==> src/rtl/image_input_seq.sv <==
// Frame sequencer: reads one IMG_W x IMG_H image from pixel memory in raster order and streams it
// to the line-buffer/conv stage, tagging pixels that complete a KERNEL x KERNEL window.
module image_input_seq #(
   parameter int IMG_W    = 28,
   parameter int IMG_H    = 28,
   parameter int CHANNELS = 3,
   parameter int DATA_W   = 8,
   parameter int KERNEL   = 3,
   parameter int ADDR_W   = 10
) (
   input  logic                         clk,
   input  logic                         rst,
   input  logic                         conv_start,
   input  logic                         out_ready,
   output logic                         mem_rd_en,
   output logic [ADDR_W-1:0]            mem_rd_addr,
   input  logic [CHANNELS*DATA_W-1:0]   mem_rd_data,
   output logic [CHANNELS*DATA_W-1:0]   pix_data,
   output logic                         pix_valid,
   output logic                         pix_last,
   output logic                         window_valid,
   output logic                         window_ready,
   output logic                         busy,
   output logic                         frame_done
);

   // state  | meaning
   // IDLE   | waiting for conv_start
   // PREP   | one-cycle memory setup slot
   // STREAM | one read per cycle while out_ready is high
   // DRAIN  | last pixel returning; frame_done pulse
   typedef enum logic [1:0] {IDLE, PREP, STREAM, DRAIN} state_t;

   localparam logic [ADDR_W-1:0] COL_LAST = ADDR_W'(IMG_W - 1);
   localparam logic [ADDR_W-1:0] ROW_LAST = ADDR_W'(IMG_H - 1);
   localparam logic [ADDR_W-1:0] K_LAST   = ADDR_W'(KERNEL - 1);

   state_t            state, state_next;
   logic [ADDR_W-1:0] row, col, addr;
   logic [ADDR_W-1:0] row_q, col_q;
   logic              pix_valid_q;
   logic              window_ready_q;
   logic              start_accept;
   logic              rd_last;
   logic              win_pos;

   assign rd_last = (row == ROW_LAST) && (col == COL_LAST);

   always_comb begin
      state_next   = state;
      mem_rd_en    = 1'b0;
      start_accept = 1'b0;
      frame_done   = 1'b0;
      case (state)
         IDLE: begin
            if (conv_start) begin
               start_accept = 1'b1;
               state_next   = PREP;
            end
         end
         PREP: state_next = STREAM;
         STREAM: begin
            mem_rd_en = out_ready;
            if (out_ready && rd_last) state_next = DRAIN;
         end
         DRAIN: begin
            frame_done = 1'b1;
            state_next = IDLE;
         end
         default: state_next = IDLE;
      endcase
   end

   always_ff @(posedge clk) begin
      if (rst) begin
         state <= IDLE;
         row   <= '0;
         col   <= '0;
         addr  <= '0;
      end else begin
         state <= state_next;
         if (start_accept) begin
            row  <= '0;
            col  <= '0;
            addr <= '0;
         end else if (mem_rd_en) begin
            // Counters return to zero after the final read so the next frame starts clean.
            if (rd_last) begin
               row  <= '0;
               col  <= '0;
               addr <= '0;
            end else if (col == COL_LAST) begin
               col  <= '0;
               row  <= row + 1'b1;
               addr <= addr + 1'b1;
            end else begin
               col  <= col + 1'b1;
               addr <= addr + 1'b1;
            end
         end
      end
   end

   // Return path: position tag travels one cycle behind the read, matching memory latency.
   always_ff @(posedge clk) begin
      if (rst) begin
         pix_valid_q    <= 1'b0;
         row_q          <= '0;
         col_q          <= '0;
         window_ready_q <= 1'b0;
      end else begin
         pix_valid_q <= mem_rd_en;
         if (mem_rd_en) begin
            row_q <= row;
            col_q <= col;
         end
         if (window_valid) window_ready_q <= 1'b1;
         if (start_accept) window_ready_q <= 1'b0;
      end
   end

   generate
      if (KERNEL == 1) begin : g_k1
         assign win_pos = 1'b1;
      end else begin : g_kn
         assign win_pos = (row_q >= K_LAST) && (col_q >= K_LAST);
      end
   endgenerate

   assign mem_rd_addr  = addr;
   assign pix_data     = mem_rd_data;
   assign pix_valid    = pix_valid_q;
   assign pix_last     = pix_valid_q && (row_q == ROW_LAST) && (col_q == COL_LAST);
   assign window_valid = pix_valid_q && win_pos;
   // Flag follows the pixel in the same cycle and drops as soon as a new start is accepted.
   assign window_ready = (window_ready_q && !start_accept) || window_valid;
   assign busy         = (state != IDLE);

endmodule

==> config.mk <==
export PLATFORM = sky130hd
export DESIGN_NAME = image_input_seq
export DESIGN_NICKNAME = d
export VERILOG_FILES = /design/src/rtl/image_input_seq.sv
export SDC_FILE = /design/constraint.sdc
export NUM_CORES = 1
export LEC_CHECK = 0
export ABC_AREA = 1
export CAP_MARGIN = 40
export CORE_MARGIN = 4
export CORE_UTILIZATION = 44
export CTS_CLUSTER_DIAMETER = 120
export CTS_CLUSTER_SIZE = 8
export DETAILED_ROUTE_END_ITERATION = 10
export PLACE_DENSITY = 0.76
export SETUP_SLACK_MARGIN = 0.3
export SLEW_MARGIN = 20
export SYNTH_ARGS = -nofsm -noshare
export SYNTH_HDL_FRONTEND = slang
export SYNTH_SLANG_ARGS = --single-unit
export TNS_END_PERCENT = 20
==> constraint.sdc <==
create_clock -name clk -period 1.6 [get_ports clk]
set_clock_uncertainty 0.2 [all_clocks]
set_input_delay 0.32 -clock clk [delete_from_list [all_inputs] [get_ports clk]]
set_output_delay 0.32 -clock clk [all_outputs]
set_load 0.05 [all_outputs]
---- After elaboration in Yosys (flattened, before gate mapping) ----
Index checks and enable logic that the tools add are counted.
storage, ports and cells
  bits in registers ....................... 54
  bits of input ports ..................... 28
  output and inout port bits .............. 41
  logic and storage cells ................. 49
cells by class
  $add $sub $neg .......................... 3
  magnitude comparators ................... 2
  equality and inequality tests ........... 9
  multiplexer cells ....................... 12
  reductions and logical operators ........ 15
operators by type and width
  kind                   count
  $mux 10                5
  $eq 10x5->1 const B    4
  $add 10x1->10 const B  3
  $ge 10x2->1 const B    2
  $pmux 2 s4             1
  $logic_and 1x1->1      7
  $eq 2x2->1 const B     2
  $mux 1                 4
  $mux 2                 2
  $ne 2x2->1 const B     2
  $reduce_and 2->1       2
  $reduce_bool 2->1      2
  $eq 2x1->1 const B     1
  $logic_not 2->1        1
  $reduce_or 2->1        1
  $logic_not 1->1        1
  $logic_or 1x1->1       1

---- Logic depth before layout (Yosys ltp) ----
Gate-level depths: netlist (run 1).
  depth in word-level cells ............... 5
  mapped depth ............................ 10
  gate-level depth less buffers ........... 10

---- Worst setup path after synthesis (run 1) ----
OpenSTA, ideal clock, no wires.
  path kind ............................... register -> output
  start point ............................. register state[1]
  end point ............................... output window_ready
  arrival time ............................ 1.767 ns
  data required time ...................... 1.080 ns
  setup slack ............................. -0.687 ns
  cell stages (with the launch flop) ...... 6
  buffers on the path ..................... 0
  cells stage by stage .................... dfxtp_1 inv_1 ha_1 nand2_1 inv_1 o21ai_0
between the ends
  word-level cells in the longest chain between the ends .. 5
ends and longest elaborated chain
  element                   RTL line  source
  start: declaration        38        state_t state, state_next;
  start signal: assignment  81        state <= state_next;
  $logic_not 2->1           54        case (state)
  $mux 1                    54
  $logic_not 1->1           136       assign window_ready = (window_ready_q && !start_accept) || window_valid;
  $logic_and 1x1->1         136
  $logic_or 1x1->1          136
  end: declaration          22        output logic window_ready,
Every way passes these cells.

---- Final worst setup path (run 1) ----
  start point ............................. register row_q[6]
  end point ............................... output window_valid
between the ends
  word-level cells in the longest chain between the ends .. 3
ends and longest elaborated chain
  element                   RTL line  source
  start: declaration        40        logic [ADDR_W-1:0] row_q, col_q;
  start signal: assignment  114       row_q <= row;
  $ge 10x2->1               126       assign win_pos = (row_q >= K_LAST) && (col_q >= K_LAST);
  $logic_and 1x1->1         126
  $logic_and 1x1->1         134       assign window_valid = pix_valid_q && win_pos;
  end: declaration          21        output logic window_valid,
Every way passes these cells.

==> results of run 1 <==
-- tightest hold or removal path, delay by kind of cell (launching register included) --
kind,cells,cell delay [ns]
DFF,1,0.33
AOI/OAI and AO/OA,1,0.06
buffers and inverters,1,0.06
-- registers in the layout, indices dropped and copies added (netlist names) --
signal	cells
pix_valid	1
mem_rd_addr	10
window_ready_q	1
state	2
col	10
col_q	10
row_q	10
row	10
-- cells in the final DEF, fill, tap and decap left out, drive strengths merged --
master | synthesis | final
nand3 | 16 | 16
and3 | 1 | 1
nor2 | 63 | 63
clkinv | 1 | 2
buf | 30 | 88
o21ai | 24 | 24
xor2 | 5 | 5
clkdlybuf4s50 | 0 | 2
xnor2 | 1 | 1
dfxtp | 54 | 54
nor3b | 6 | 6
ha | 7 | 7
nand4 | 8 | 8
o21a | 1 | 1
dlygate4sd2 | 0 | 1
clkbuf | 4 | 7
o21bai | 1 | 1
nor4 | 3 | 3
a21oi | 35 | 35
bufinv | 0 | 1
a21o | 1 | 1
inv | 44 | 41
nor3 | 13 | 13
nand2 | 60 | 60
clkinvlp | 0 | 2
or2 | 2 | 2
-- area by class of cell --
cell class	count	share of cell area [%]
Timing Repair Buffer	91	23.80
Multi-Input combinational cell	247	40.76
Clock inverter	1	0.7042
Tap cell	75	2.201
Inverter	45	4.401
Clock buffer	7	1.790
Sequential cell	54	26.35
-- synthesized netlist by cell type, types with 4 or more instances --
cell type | count | share of area [%]
nor2_1 | 57 | 7.7
nand2_1 | 56 | 7.6
dfxtp_1 | 54 | 39
inv_1 | 43 | 5.8
a21oi_1 | 34 | 6.1
buf_4 | 24 | 6.5
o21ai_0 | 24 | 4.3
nand3_1 | 15 | 2.7
nor3_1 | 12 | 2.2
nand4_1 | 8 | 1.8
ha_1 | 7 | 3.2
xor2_1 | 5 | 1.6
buf_2 | 4 | 0.72
clkbuf_1 | 4 | 0.54
nor2_2 | 4 | 0.90
-- power by group through the flow --
| stage | Clock (mW) | Sequential, mW | Combinational (mW) |
|---|---|---|---|
| 5_1_grt | 0.971 | 1.60 | 1.93 |
| 6_report | 0.915 | 1.59 | 1.79 |
| 2_1_floorplan | 0 | 1.62 | 0.877 |
| 3_3_place_gp | 0 | 1.61 | 1.17 |
| 3_5_place_dp | 0 | 1.61 | 1.20 |
| 4_1_cts | 0.916 | 1.58 | 1.62 |
-- worst max-delay path by stage --
| stage | from | end | slack, ns |
|---|---|---|---|
| detailed placement | out_ready | row[8] | -0.40 |
| CTS | col_q[9] | window_valid | -0.38 |
| global route | row_q[6] | window_valid | -0.50 |
| finish | row_q[6] | window_valid | -0.40 |
| floorplan | state[1] | state[0] | 0.02 |
| global placement | out_ready | col[6] | -0.39 |
-- kinds of logic after synthesis --
group | share of synthesized area, %
AND/OR/NAND/NOR | 29.55
buffers and inverters | 14.73
AO/OA/AOI/OAI | 11.61
flip-flops | 39.04
adder cells (fa/ha/maj) | 3.163
XOR/XNOR | 1.898
-- what timing repair did --
action	4_1_cts	5_1_grt
resized for setup	88	69
pin swaps	19	21
gates cloned	1	0
buffers inserted	17	4
setup endpoints to repair	71	71
-- metal layers --
layer | share of wire (%) | wire length [um] | track usage (%)
met1 | 40 | 3327 | 24.62
met3 | 6.3 | 528 | 5.014
met2 | 51 | 4259 | 35.82
met4 | 3.6 | 301 | 7.113
met5 | 0 | 0 | 0
-- through the flow --
step	cell area (um^2)	setup TNS [ns]	worst slack, ns	instances
global route	4264	-13.84	-0.5032	520
floorplan	2910	0	0.01789	380
finish	4264	-10.08	-0.4023	520
global placement	3482	-13.10	-0.3869	490
detailed placement	3482	-14.43	-0.4012	490
CTS	4008	-6.507	-0.3756	516
==> metrics.yaml, run 1 <==
status: "finished, violations left"
violations: "negative setup slack"
register_area_um2: 1124
num_vias: 2789
leakagePower_nw: 1.689
vdd_drop_max_mv: 0.7535
whs_ns: 0.2808
synth-edff-count: 0
synth_nets: 415
power.density_nw_per_um2: 1006
r2r_cells: 11
holdPathStages: 2
nFillCells: 392
cts_root_buffer: "clkbuf_8"
diodes: 0
grt_pass1_wl_mm: 12.59
design.die.area_um2: 7627
p_int_mw: 2.827
min_period_ns: 2.002
crit_family: "simple AND/OR/NAND/NOR gates"
fin_crit_sh_pct: 125.1
cts.path.max_buffers: 2
cts_buffers: 5
cp_max_fo: 3
cp.depth: 7
ys.flop_type: "dfxtp_1"
port-buffer-count: 20
clkSinkCount: 54
cp_cell_sequence: "nor2_1 > nand2_1 > nor2_2 > nand4_1 > nand2_2 > clkinvlp_4 > buf_6"
drc: 0
wire_per_inst_um: 16.18
first_pass_iters: 5
worst_pin_slew_ns: 0.2969
rsz0062_at_grt: "true"
hp-start: "col_q[2]"
path_clk_slew_ns: 0.09
cp_num_buf_inv: 2
max_stage_delay_ns: 0.34
maxSlewHeadroom_pct: 80.06
ys_seq_area_share_pct: 39.04
antenna_found_initial: 0
fp.dieH_um: 87.33
crit_type: "flip-flop to output pin"
multiInputGateArea_um2: 1738
switchingPower_mw: 1.464
routabilityCongestion: 0.8548
drtIter0Drc: 211
syn_inst: 380
synth.avg_cell_area_um2: 7.287
grt_usage_pct: 20.61
wl_mm: 8.416
fin_util_pct: 70.76
end_kind: "output pin"
r2r-end: "row[2]"
drive_above_1_share_pct: 50.11
grt_max_degree: 22
cts_tree: "built"
timing.final.ws_setup_ns: -0.4023
report.final.slew_viol_count: 0
pwr-share-seq_pct: 37.0
switching_share_pct: 34.12
cap_violations: 0
rrSetupSlack_ns: -0.27
cp_slowest_cell: "dfxtp_2"
syn_area_um2: 2769
synth_cell_types: 33
ys_seq_elements: 54
async_reset_ff_share_pct: 0
final_nets: 479
min_delay_worst_endpoint: "col_q[2]"
setup_viol: 57
worstHoldPathType: "flip-flop to flip-flop"
power.total_mw: 4.291
crit_arrival_ns: 1.48
htreeDepth: 2
timing.rr.start: "state[0]"
power_frac_clock_pct: 21.3
pin_count: 69
worstPathRequired_ns: 1.08
hold_buffers: 0
yosysWarnings: 0
rows: 28
die_w_um: 87.33
max_freq_mhz: 499.4
hpwl_mm: 4.872
overflow: 0
drtAntennaViolNets: 0
clock_latency_ns: 0.31
core_area_um2: 6026
crit_path_start_kind: "flip-flop"
grt_pass1_vias: 2730
hold_violations: 0
combinationalPowerShare_pct: 41.6
areaGrowthSynthToFinish_pct: 54.00
start_util_pct: 45.95
via_per_inst: 5.363
Power figures use the tool's default switching activity.
==> inputs of run 2 (changes only) <==
==> constraint.sdc (replaced) <==
create_clock -name clk -period 1.6 [get_ports clk]
set_clock_uncertainty 0.2 [all_clocks]
set_input_delay 0.32 -clock clk [delete_from_list [all_inputs] [get_ports clk]]
set_output_delay 0.32 -clock clk [all_outputs]
set_load 0.02 [all_outputs]
==> metrics.yaml, run 2 (synthesis gave the netlist of run 1 again) <==
status: "finished, violations left"
violations: "negative setup slack"
nFillCells: 490
p_int_mw: 2.548
fp.dieH_um: 87.33
cap_violations: 0
diodes: 0
setup_tns_ns: -7.872
path_clk_slew_ns: 0.10
crit_arrival_ns: 1.92
overflow: 0
power_frac_clock_pct: 19.9
max_freq_mhz: 521.9
worstHoldPathType: "flip-flop to flip-flop"
vdd_drop_max_mv: 0.7763
grt_pass1_vias: 2600
die_w_um: 87.33
hpwl_mm: 4.546
first_pass_iters: 4
fin_area_um2: 4001
antenna_found_initial: 0
cts_root_buffer: "clkbuf_8"
pin_count: 69
power.total_mw: 3.827
design.die.area_um2: 7627
fin_util_pct: 66.40
wl_mm: 7.615
layout_commonest_cell: "buf_4"
cts_tree: "built"
drive_above_1_share_pct: 43.72
crit_type: "flip-flop to flip-flop"
final_nets: 480
placed_cell_area_um2: 3316
clkSinkCount: 54
pwr-share-seq_pct: 41.3
min_period_ns: 1.916
clock_latency_ns: 0.31
report.final.slew_viol_count: 0
cts_buffers: 5
dp.cells: 493
wire_per_inst_um: 14.62
drtAntennaViolNets: 0
grt_usage_pct: 19.20
switchingPower_mw: 1.278
worstPathRequired_ns: 1.60
routabilityCongestion: 0.8211
areaGrowthSynthToFinish_pct: 44.51
rows: 28
rsz0062_at_grt: "true"
grt_max_degree: 22
power.density_nw_per_um2: 956.3
fin_crit_sh_pct: 119.8
whs_ns: 0.2744
dp_slack_ns: -0.5409
crit_path_start_kind: "flip-flop"
timing.final.ws_setup_ns: -0.3162
htreeDepth: 2
combinationalPowerShare_pct: 38.7
leakagePower_nw: 1.684
cts.path.max_buffers: 2
drc: 0
setup_viol: 45
drtIter0Drc: 121
hold_violations: 0
port-buffer-count: 20
num_vias: 2699
maxSlewHeadroom_pct: 74.18
end_kind: "flip-flop"
switching_share_pct: 33.41
mostFrequentLayoutCells: "59 x buf_4, 46 x nand2_1, 44 x nor2_1"
via_per_inst: 5.180
layout.cells.non_filler: 521
worst_pin_slew_ns: 0.3838
grt_pass1_wl_mm: 11.75
core_area_um2: 6026
start_util_pct: 45.95
cp_max_fo: 6
[run 2: cell types whose count changed in the layout (fill, tap and decap cells not counted), moves of 4 or more]
cell,before,now
buf_12,19,5
buf_4,45,59
nor2_1,35,44
nor2_2,17,10
a21oi_1,23,28
a21oi_2,11,6
dfxtp_4,9,5
[run 2: metal layers]
metal	global-route usage [%]	vias up	share of wire (%)
met4	5.997	0	2.3
met1	23.49	1263	39
met5	0	-	0
li1	-	1329	-
met3	3.974	20	5.9
met2	33.49	87	53
[run 2: worst paths after layout]
kind	startpoint	endpoint	slack (ns)	cells after the start
hold / removal	mem_rd_addr[9]	mem_rd_addr[9]	0.27	2
hold reg to reg	mem_rd_addr[9]	mem_rd_addr[9]	0.27	2
setup / recovery	state[1]	mem_rd_addr[5]	-0.32	10
setup reg to reg	state[1]	mem_rd_addr[5]	-0.32	10
[run 2: cell type report]
type                       instances  area, um^2  area share, %
sequential                        54        1110          27.74
multi-input combinational        247        1624          40.59
inverter                          45       182.7          4.565
tap                               75       93.84          2.345
clock buffer                       6       72.57          1.814
clock inverter                     2       13.76         0.3440
timing repair buffer              92       904.6          22.61
[run 2: timing repair]
| item | in CTS | in global routing |
|---|---|---|
| gates resized for setup | 154 | 63 |
| hold buffers | 0 | 0 |
| setup buffers | 9 | 8 |
| gates cloned | 2 | 1 |
| pin swaps | 24 | 19 |
| endpoints found under the setup margin | 71 | 71 |
[run 2: critical path, stage by stage (launching register included)]
cell,delay [ns]
dfxtp_4,0.38
buf_6,0.12
ha_4,0.17
nand2_8,0.09
buf_12,0.16
nor3_4,0.23
nand2_2,0.10
nand2_4,0.11
buf_6,0.11
buf_12,0.10
nor3b_2,0.05
[run 2: power by group through the flow]
stage	Combinational [mW]	Clock (mW)	Sequential, mW
after floorplan	0.664	0	1.59
after global placement	0.940	0	1.58
after detailed placement	0.963	0	1.59
after CTS	1.28	0.778	1.57
after global routing	1.60	0.843	1.60
final	1.48	0.763	1.58
